<file path="config.mk">
export PLATFORM = sky130hd
export DESIGN_NAME = modbus_frame_tx
export DESIGN_NICKNAME = d
export VERILOG_FILES = /design/src/rtl/modbus_frame_tx_pkg.sv /design/src/rtl/modbus_frame_tx_crc.sv /design/src/rtl/modbus_frame_tx.sv
export SDC_FILE = /design/constraint.sdc
export NUM_CORES = 1
export LEC_CHECK = 0
export ABC_CLOCK_PERIOD_IN_PS = 3100
export CORE_MARGIN = 5
export CORE_UTILIZATION = 54
export CTS_CLUSTER_SIZE = 40
export DETAILED_ROUTE_END_ITERATION = 8
export PLACE_DENSITY_LB_ADDON = 0.25
export SYNTH_ARGS = -nofsm -noshare
export SYNTH_HDL_FRONTEND = slang
export SYNTH_SLANG_ARGS = --single-unit
</file>
<file path="constraint.sdc">
create_clock -name clk_in -period 3.1 [get_ports clk_in]
set_input_delay 0.775 -clock clk_in [delete_from_list [all_inputs] [get_ports clk_in]]
set_output_delay 0.775 -clock clk_in [all_outputs]
set_load 0.02 [all_outputs]
</file>
<file path="src/rtl/modbus_frame_tx_pkg.sv">
// Shared types and constants for the Modbus RTU frame transmitter.
// State encoding, CRC parameters and payload limit.
package modbus_frame_tx_pkg;

  typedef enum logic [8:0] {
    IDLE   = 9'h001,
    GAP    = 9'h002,
    FETCH  = 9'h004,
    LOAD   = 9'h008,
    SEND   = 9'h010,
    WAIT   = 9'h020,
    CRC_LO = 9'h040,
    CRC_HI = 9'h080,
    DONE   = 9'h100
  } state_t;

  localparam logic [15:0] CRC_INIT    = 16'hFFFF;
  localparam logic [15:0] CRC_POLY    = 16'hA001;
  localparam logic [7:0]  MAX_PAYLOAD = 8'd253;

  function automatic logic [15:0] crc16_byte(
    input logic [15:0] c,
    input logic [7:0]  d
  );
    logic [15:0] r;
    r = c ^ {8'h00, d};
    for (int i = 0; i < 8; i++) begin
      r = r[0] ? ((r >> 1) ^ CRC_POLY) : (r >> 1);
    end
    return r;
  endfunction

endpackage

</file>
<file path="src/rtl/modbus_frame_tx_crc.sv">
// CRC-16/MODBUS accumulator, one byte per enabled cycle.
// Clear has priority over enable.
module crc16_modbus
  import modbus_frame_tx_pkg::*;
(
  input  logic        clk_in,
  input  logic        rst_n_in,
  input  logic        crc_clr,
  input  logic        crc_en,
  input  logic [7:0]  crc_din,
  output logic [15:0] crc_out
);

  logic [15:0] r_crc;

  always_ff @(posedge clk_in or negedge rst_n_in) begin
    if (!rst_n_in) begin
      r_crc <= CRC_INIT;
    end else if (crc_clr) begin
      r_crc <= CRC_INIT;
    end else if (crc_en) begin
      r_crc <= crc16_byte(r_crc, crc_din);
    end
  end

  assign crc_out = r_crc;

endmodule

</file>
<file path="src/rtl/modbus_frame_tx.sv">
// Modbus RTU frame sender: T3.5 gap, payload from buffer, CRC tail.
// Bytes go out through an external uart_byte_tx handshake.
module modbus_frame_tx
  import modbus_frame_tx_pkg::*;
#(
  parameter int CLK_FREQ  = 'd50000000,
  parameter int BAUD_RATE = 'd115200
) (
  input  logic       clk_in,
  input  logic       rst_n_in,
  input  logic       frame_start,
  input  logic [7:0] frame_len,
  output logic [7:0] rd_addr,
  input  logic [7:0] rd_data,
  output logic       tx_start,
  output logic [7:0] tx_data,
  input  logic       tx_done,
  output logic       busy,
  output logic       frame_done,
  output logic       frame_err
);

  // 64-bit math: CLK_FREQ*385 overflows 32 bits at 50 MHz
  localparam logic [63:0] T35_W = (BAUD_RATE <= 19200)
    ? (64'(CLK_FREQ) * 64'd385) / (64'(BAUD_RATE) * 64'd10)
    : (64'(CLK_FREQ) * 64'd1750) / 64'd1000000;
  localparam logic [19:0] T35 = T35_W[19:0];

  state_t      r_state;
  state_t      w_next;
  logic [19:0] r_idle;
  logic [7:0]  r_len;
  logic [7:0]  r_idx;
  logic [7:0]  r_tx_data;
  logic        r_err;
  logic [15:0] w_crc;
  logic        w_len_ok;
  logic        w_accept;
  logic        w_reject;
  logic [8:0]  w_nidx;
  logic [8:0]  w_len9;

  assign w_len_ok = (frame_len != 8'd0) && (frame_len <= MAX_PAYLOAD);
  assign w_accept = (r_state == IDLE) && frame_start && w_len_ok;
  assign w_reject = (r_state == IDLE) && frame_start && !w_len_ok;
  assign w_nidx   = {1'b0, r_idx} + 9'd1;
  assign w_len9   = {1'b0, r_len};

  always_ff @(posedge clk_in or negedge rst_n_in) begin
    if (!rst_n_in) begin
      r_state <= IDLE;
    end else begin
      r_state <= w_next;
    end
  end

  always_comb begin
    w_next = r_state;
    unique case (r_state)
      IDLE:   if (w_accept) w_next = GAP;
      GAP:    if (r_idle == T35) w_next = FETCH;
      FETCH:  w_next = LOAD;
      LOAD:   w_next = SEND;
      SEND:   w_next = WAIT;
      WAIT: begin
        if (tx_done) begin
          unique case (1'b1)
            (w_nidx <  w_len9):         w_next = FETCH;
            (w_nidx == w_len9):         w_next = CRC_LO;
            (w_nidx == w_len9 + 9'd1):  w_next = CRC_HI;
            (w_nidx >  w_len9 + 9'd1):  w_next = DONE;
            default:                    w_next = DONE;
          endcase
        end
      end
      CRC_LO: w_next = SEND;
      CRC_HI: w_next = SEND;
      DONE:   w_next = IDLE;
      default: w_next = IDLE;
    endcase
  end

  // r_idx walks payload bytes, then counts the two CRC bytes
  always_ff @(posedge clk_in or negedge rst_n_in) begin
    if (!rst_n_in) begin
      r_idle    <= 20'd0;
      r_len     <= 8'd0;
      r_idx     <= 8'd0;
      r_tx_data <= 8'h00;
      r_err     <= 1'b0;
    end else begin
      r_err <= w_reject;
      if (tx_done) begin
        r_idle <= 20'd0;
      end else if (r_idle != T35) begin
        r_idle <= r_idle + 20'd1;
      end
      if (w_accept) begin
        r_len <= frame_len;
        r_idx <= 8'd0;
      end else if ((r_state == WAIT) && tx_done) begin
        r_idx <= r_idx + 8'd1;
      end
      if (r_state == LOAD) begin
        r_tx_data <= rd_data;
      end else if (r_state == CRC_LO) begin
        r_tx_data <= w_crc[7:0];
      end else if (r_state == CRC_HI) begin
        r_tx_data <= w_crc[15:8];
      end
    end
  end

  crc16_modbus u_crc (
    .clk_in   (clk_in),
    .rst_n_in (rst_n_in),
    .crc_clr  (w_accept),
    .crc_en   (r_state == LOAD),
    .crc_din  (rd_data),
    .crc_out  (w_crc)
  );

  assign rd_addr    = r_idx;
  assign tx_data    = r_tx_data;
  assign tx_start   = (r_state == SEND);
  assign busy       = (r_state != IDLE);
  assign frame_done = (r_state == DONE);
  assign frame_err  = r_err;

endmodule

</file>
### Yosys cells after proc, flatten, opt, wreduce, memory -nomap -nowiden

Index checks and enable logic that the tools add are counted.

* register bits after elaboration: 70
* input port bits: 20
* output and inout port bits: 20
* word-level logic and storage cells: 74

* add/subtract/negate cells: 4
* order comparisons: 2
* eq/ne operators: 17
* mux-type cells: 22
* bitwise gates (word level): 9
* reduce and logical (&&, ||, !) cells: 13

Operator list (number)
* $mux W16: 10
* $pmux W9 S6: 1
* $mux W20: 2
* $mux W8: 5
* $mux W9: 3
* $pmux W9 S3: 1
* $not A2 Y3: 8
* $add A20 B1 Y20 const B: 1
* $eq A20 B17 Y1 const B: 1
* $ne A20 B17 Y1 const B: 1
* $add A8 B1 Y9 const B: 2
* $xor A16 B8 Y16: 1
* $eq A9 B1 Y1 const B: 1
* $eq A9 B2 Y1 const B: 1
* $eq A9 B3 Y1 const B: 1
* $eq A9 B4 Y1 const B: 1
* $eq A9 B5 Y1 const B: 1
* $eq A9 B6 Y1 const B: 1
* $eq A9 B7 Y1 const B: 1
* $eq A9 B8 Y1: 1
* $eq A9 B8 Y1 const B: 1
* $eq A9 B9 Y1: 1
* $eq A9 B9 Y1 const B: 1
* $lt A9 B8 Y1: 1
* other kinds (12): 19

### Logic depth before layout (Yosys ltp)

Gate-level depths: netlist of the first run.

* depth in word-level cells: 19
* depth in mapped cells: 9
* gate-level depth less buffers: 9

### Hierarchy

Synthesis of the first run repeated with hierarchy kept, for this count alone.

* cell total of the unflattened synthesis: 432
* area total of the unflattened synthesis: 4124.0 um2

By module, submodules not included
* modbus_frame_tx: times used 1, cells each 345, area each 3228.1 um2, sequential area each 1352.5 um2
* crc16_modbus: times used 1, cells each 87, area each 895.9 um2, sequential area each 420.4 um2

### Least setup slack after synthesis of the first run

No wires, ideal clock.

* kind: register to register
* from: register r_idx[0], in the netlist rd_addr[0]
* to: register r_state[8]
* setup time: 0.139 ns
* data arrival time: 2.218 ns
* setup slack: 0.744 ns
* cell stages (with the launch flop): 10
* buffers on the path: 0
* cells stage by stage: dfrtp_1 > ha_1 > nand3_1 > nor2_1 > xor2_1 > ha_1 > nand3_1 > or4_1 > nand2_1 > a211oi_1

* word-level cells in the longest chain between the ends: 5

Ends and longest elaborated chain
* start, declared: line modbus_frame_tx.sv:33 `logic [7:0] r_idx;`
* start signal, assigned: line modbus_frame_tx.sv:102 `r_idx <= r_idx + 8'd1;`
* $add A8 B1 Y9 *: line modbus_frame_tx.sv:46 `assign w_nidx = {1'b0, r_idx} + 9'd1;`
* $lt A9 B8 Y1 (tied with other cells): line modbus_frame_tx.sv:68 `(w_nidx < w_len9): w_next = FETCH;`
* $pmux W9 S3 *: line modbus_frame_tx.sv:67 `unique case (1'b1)`
* $mux W9 *: line modbus_frame_tx.sv:66 `if (tx_done) begin`
* $pmux W9 S6 *: line modbus_frame_tx.sv:59 `unique case (r_state)`
* end signal, assigned: line modbus_frame_tx.sv:53 `r_state <= w_next;`
* end, declared: line modbus_frame_tx.sv:29 `state_t r_state;`

Every way passes the cells marked *; elsewhere a longest branch is shown, timed or not. The select of a mux whose other input is x is not followed.
A chain may end at the register's enable or synchronous reset.

### Final worst setup path of the first run

* from: register r_state[4]
* to: output port frame_done

* word-level cells in the longest chain between the ends: 1

Ends and longest elaborated chain
* $eq A9 B9 Y1: line modbus_frame_tx.sv:127 `assign frame_done = (r_state == DONE);`
* end, declared: line modbus_frame_tx.sv:19 `output logic frame_done,`

No other way between the ends.

==> results.tsv, run 1 <==
stage	metric	value	unit
outcome	status	completed	
route	ant_nets	0	
timing	max_freq	0.334	GHz
timing	hold_viol	0	
global_routing	gr-total-overflow	0	
cts	htree_num_levels	3	
die	start_util	55.9	%
route	via_per_inst	5.55	
worst_setup_path	path_depth	4	
die	coreArea	7330	um^2
worst_setup_path	critPathKind	reg -> out	
logic_synthesis	yosys.area.top_type_share	32.4	%
timing	finalSetupViolations	0	
cts	cts_tree	yes	
worst_setup_path	r2r_cells	9	
route	drt-met1-wl	4.13	mm
route	initialDrtViolationCount	147	
global_routing	grt_pass1_vias	3196	
worst_setup_path	worstPathRequired	2320	ps
logic_synthesis	async_flop_share	100	%
timing	slew_headroom	50.8	%
worst_setup_path	worst_ep_arrival_time	2220	ps
logic_synthesis	yosys.area.top_type	dfrtp_1	
placed_design	place_congestion	0.860	
timing	fin_crit	2990	ps
logic_synthesis	synth_area	4100	um^2
timing	tightest_slew	731	ps
hold_path	min_path_type	in -> async	
die	die_y	97.1	um
route	drt-total-wl	8.97	mm
layout	nNetsFinal	496	
timing	fin_setup_tns	0	ps
die	fp.dieW	97.1	um
placed_design	numPortBuffers	39	
pwr	power.density	559	nW/um^2
timing	fin_skew	8.01	ps
logic_synthesis	yosysSeqAreaShare	43.3	%
layout	diodes	0	
route	met2_length	4.37	mm
logic_synthesis	yosys-top-cells-area	dfrtp_1 (32%), dfstp_2 (11%), xnor2_1 (7.9%), xor2_1 (5.1%), nand2_1 (4.0%)	
worst_setup_path	crit_chain	nor4_1 > and2b_1 > and4b_1 > clkdlybuf4s50_1	
global_routing	track_usage	19.8	%
worst_setup_path	critical_path.max_stage_delay	610	ps
route	via_count	3154	
die	fp-row-count	31	
global_routing	grt_pass1_wl	15.4	mm
cts	cts_resized	0	
worst_setup_path	worstSetupEndpointType	output port	
logic_synthesis	yosys_warnings	0	
layout	drive_gt1_share	11.7	%
cts	cts.sinks	70	
timing	setup_ws	108	ps
worst_setup_path	path_max_fanout	6	
placed_design	dp_hpwl	6.26	mm
logic_synthesis	ys_ff_latch	70	
route	drc	0	
die	fp.dieArea	9430	um^2
pwr	irDropWorstVdd	0.449	mV
placed_design	place_ws	317	ps
cts	clk_path_buf_depth	2	
worst_setup_path	crit_slowest_cell	clkdlybuf4s50_1	
global_routing	grt_start_max_net_pins	47	
global_routing	antenna_found_initial	0	
logic_synthesis	post_synth_num_cell_types	45	
cts	cts_root_buf	clkbuf_8	
route	wl_per_cell	15.8	um
cts	tritoncts.num_buffers	9	
cts	cts-hold-fix-buffers	0	
route	dr_wl_met3	321	um
timing	timing.hold.ws	481	ps
logic_synthesis	yosys-top-cells-count	dfrtp_1 (53), nand2_1 (44), nor2_1 (41)	
logic_synthesis	postSynthAreaPerCell	9.73	um^2
timing	drv_slew	0	
logic_synthesis	synthesis.nets	453	
layout	syn2layout_area_growth	19.1	%
die	io_pins	40	
timing	finalCritPeriodShare	96.5	%
logic_synthesis	synth_ff_type	dfrtp_1	
logic_synthesis	synth_cells	421	
worst_setup_path	crit_family	simple AND/OR/NAND/NOR gates	
worst_setup_path	startpoint_type	register	
route	top_layer_used	met4	
pwr	leakage	2.06	nW
worst_setup_path	crit_buf_inv	1	
cts	path_clk_slew	80	ps
logic_synthesis	yosysMostFrequentCell	dfrtp_1	
logic_synthesis	synth-edff-count	0	
flow_run	drv_cap	0	
route	first_pass_iters	5	
cts	post_cts_buffers	0	
timing	rsz0062_at_grt	no	
cts	clock_latency	340	ps
cell usage in the layout, fill, tap and decap left out, drive strengths merged, types with 2 or more instances in the layout:
cell type and count:
a21o 2, nor2 42, nor2b 3, a21oi 20
xor2 25, xnor2 39, clkdlybuf4s50 37, mux2i 11
nand3 16, bufinv 4, inv 15, clkbuf 11
ha 12, buf 7, nor3 15, and4 7
and3 6, a211oi 2, o21ai 25, dfrtp 53
nand4 9, nand4bb 2, or3 4, nand2b 3
or4 2, nand2 44, dfstp 17, mux2 8
nor4 8, and2 3, and4b 5
layout make-up:
class	instances	area, um^2
flip-flops and latches	70	1770
repair buffers	45	445
clock inverters	5	129
inverters	15	56.3
well taps	99	124
multi-input cells	323	2200
clock buffers	11	151
fillers	573	2450
worst paths after layout:
check | start | end | slack [ps]
worst min-delay path | rst_n_in | r_len[4] | 480
worst max register to register | rd_addr[0] | r_state[8] | 500
worst max-delay path | r_state[4] | frame_done | 110
worst min register to register | u_crc.crc_out[12] | u_crc.crc_out[4] | 500
max in group asynchronous | rst_n_in | r_state[0] | 1890
min in group clk_in | u_crc.crc_out[12] | u_crc.crc_out[4] | 500
per-layer routing:
layer	GRT usage [%]	vias to the layer above
li1	-	1543
met1	26.6	1542
met2	32.1	54
met3	3.73	15
met4	7.13	0
met5	0	-
logic make-up (layout without fill, tap and decap cells):
logic type | count (synthesis) | in the layout | synth area share (%)
flops | 70 | 70 | 43.3
mux | 19 | 19 | 4.89
buf+inv | 28 | 76 | 2.99
compound gates | 54 | 54 | 7.69
fa+ha+maj | 12 | 12 | 3.66
xor+xnor | 66 | 66 | 15.4
simple gates | 172 | 172 | 22.1
per-stage QoR:
stage	instance area [um^2]	util, %	total power (W)	instances
2_1_floorplan	4100	-	0.00153	421
3_3_place_gp	4600	62.7	0.00169	552
3_5_place_dp	4600	62.7	0.00172	552
4_1_cts	4880	66.5	0.00274	568
5_1_grt	4880	66.6	0.00288	568
6_report	4880	66.6	0.00273	568
sequential cells by signal (all words and copies together) (netlist names):
register / cells
frame_err: 1
r_idle: 20
r_len: 8
r_state: 9
rd_addr: 8
tx_data: 8
u_crc.crc_out: 16
report_power, final:
part | leakage [nW] | total (W) | switching [W] | internal, W
Clock | 0.140 | 0.00101 | 0.000351 | 0.000662
Combinational | 1.02 | 0.000651 | 0.000364 | 0.000287
Sequential | 0.902 | 0.00107 | 0.0000789 | 0.000987
Total | 2.06 | 0.00273 | 0.000794 | 0.00194
Note: power is estimated with default switching activity, not from simulation.
==> run 2, diff against run 1 <==
- CORE_ASPECT_RATIO: not set -> 0.7
==> run 2 against run 1 <==
Critical path depth is the same. Global-route usage is essentially flat. Utilization shrank 1.6 points. Worst hold slack lost 40 ps. Maximum frequency grew 1.3%. Critical endpoint unchanged. Largest cell class unchanged.
==> results.tsv, run 2 (same netlist as run 1, synthesis figures left out) <==
stage	metric	value	unit	change
route	wl_per_cell	15.6	um	-1.4%
timing	fin_setup_tns	0	ps	unchanged
cts	post_cts_buffers	0		unchanged
route	ant_nets	0		unchanged
die	fp.dieW	114	um	+18%
die	io_pins	40		unchanged
pwr	power.density	499	nW/um^2	-11%
timing	tightest_slew	650	ps	-80.7 ps
placed_design	numPortBuffers	39		unchanged
route	drt-total-wl	8.83	mm	-1.5%
die	fp-row-count	26		-16%
die	start_util	55.7	%	-0.16 points
worst_setup_path	critPathKind	reg -> out		
global_routing	antenna_found_initial	0		unchanged
layout	largest_register	r_idle		
placed_design	place_ws	262	ps	-54.4 ps
global_routing	grt_pass1_vias	2950		-7.7%
flow_run	drv_cap	0		unchanged
worst_setup_path	path_max_fanout	6		unchanged
placed_design	dp_hpwl	6.34	mm	+1.2%
timing	finalSetupViolations	0		unchanged
timing	max_freq	0.338	GHz	+1.3%
timing	finalCritPeriodShare	95.3	%	-1.2 points
placed_design	place_area	4600	um^2	about the same
worst_setup_path	worst_ep_arrival_time	2180	ps	-40 ps
layout	fin_area	4780	um^2	-2.1%
layout	largest_reg_flops	20		unchanged
hold_path	min_path_type	in -> async		
layout	final_common_cell	dfrtp_1		
layout	final_cell_mix	dfrtp_1 (53), nand2_1 (44), nor2_1 (41)		
route	initialDrtViolationCount	177		+20%
route	drc	0		unchanged
route	via_count	3144		-0.32%
timing	setup_ws	146	ps	+37.6 ps
route	via_per_inst	5.54		-0.14%
cts	clk_path_buf_depth	2		unchanged
global_routing	gr-total-overflow	0		unchanged
cts	cts-hold-fix-buffers	0		unchanged
timing	fin_crit	2950	ps	-37.6 ps
outcome	status	completed		
cts	clock_latency	350	ps	about the same
worst_setup_path	startpoint_type	register		
die	coreArea	7350	um^2	+0.29%
pwr	leakage	2.00	nW	-3.1%
timing	slew_headroom	56.3	%	+5.5 points
timing	hold_viol	0		unchanged
cts	htree_num_levels	3		unchanged
timing	rsz0062_at_grt	no		
cts	tritoncts.num_buffers	9		unchanged
die	die_y	82.9	um	-15%
layout	multiInputGateArea	2200	um^2	unchanged
worst_setup_path	worstPathRequired	2320	ps	about the same
global_routing	grt_pass1_wl	15.0	mm	-2.9%
layout	nNetsFinal	496		unchanged
layout	seq_area	1770	um^2	unchanged
cts	cts_resized	0		unchanged
cts	cts_root_buf	clkbuf_8		
route	first_pass_iters	4		-1
die	fp.dieArea	9460	um^2	+0.29%
cts	cts.sinks	70		unchanged
cts	path_clk_slew	70	ps	about the same
pwr	irDropWorstVdd	0.526	mV	+17%
layout	drive_gt1_share	11.1	%	-0.64 points
worst_setup_path	worstSetupEndpointType	output port		
layout	n_fill_cell	619		+8.0%
timing	fin_skew	7.93	ps	-0.0807 ps
layout	diodes	0		unchanged
placed_design	place_congestion	0.865		+0.56%
global_routing	track_usage	19.9	%	+0.048 points
global_routing	grt_start_max_net_pins	47		unchanged
cts	cts_tree	yes		
layout	syn2layout_area_growth	16.6	%	
timing	drv_slew	0		unchanged
==> run 2: changes by cell type in the layout (fill, tap and decap cells not counted), sizes merged <==
cell / change
bufinv: -4
dlymetal6s2s: -1
clkbuf: +4
clkdlybuf4s50: +1
==> run 2: layer usage <==
layer	share of wire [%]	vias to the layer above	track usage [%]	routed length (um)
met5	0	-	0	0
li1	-	1543	-	-
met3	6.1	11	5.96	537
met2	42	85	26.9	3750
met4	1.2	0	5.18	105
met1	50	1505	30.6	4440
==> run 2: layout make-up <==
| type | count | share of cell area, % |
|---|---|---|
| multi-input cells | 323 | 46.1 |
| flip-flops and latches | 70 | 37.1 |
| repair buffers | 45 | 9.27 |
| clock buffers | 15 | 3.69 |
| well taps | 98 | 2.57 |
| inverters | 15 | 1.18 |
| clock inverters | 1 | 0.105 |
==> run 2: critical path, cell delays in order (launching register included) <==
cell,delay (ps)
dfrtp_1,430
nor4_1,340
and2b_1,220
and4b_1,230
clkdlybuf4s50_1,610
==> run 2: power breakdown <==
group / internal (W) / switching [W] / total [W]
combinational: 0.000287 / 0.000354 / 0.000641
sequential: 0.000988 / 0.0000752 / 0.00106
clock: 0.000356 / 0.000326 / 0.000682
total: 0.00163 / 0.000755 / 0.00239
==> run 2: path summary, 6_finish.rpt <==
path                                   start          endpoint  slack (ps)  depth (start not counted)
max                               r_state[4]        frame_done         150                          4
min                                 rst_n_in        tx_data[6]         440                          1
max reg2reg                       rd_addr[0]        r_state[8]         600                          9
min reg2reg                u_crc.crc_out[10]  u_crc.crc_out[2]         490                          2
max in group asynchronous           rst_n_in        r_state[0]        1950                          2
min in group clk_in        u_crc.crc_out[10]  u_crc.crc_out[2]         490                          2
==> run 2: stage by stage <==
stage / utilization [%] / std cells / total power, W / hold WS [ps]
floorplan: - / 421 / 0.00153 / 465
global placement: 62.5 / 551 / 0.00170 / 476
detailed placement: 62.5 / 551 / 0.00171 / 483
CTS: 65.0 / 567 / 0.00241 / 454
global route: 65.0 / 567 / 0.00254 / 479
finish: 65.0 / 567 / 0.00239 / 441
==> run 3, diff against run 2 <==
- CAP_MARGIN: not set -> 20
==> results of run 3 <==
No change in the layout: final DEF, timing and power equal those of run 2.
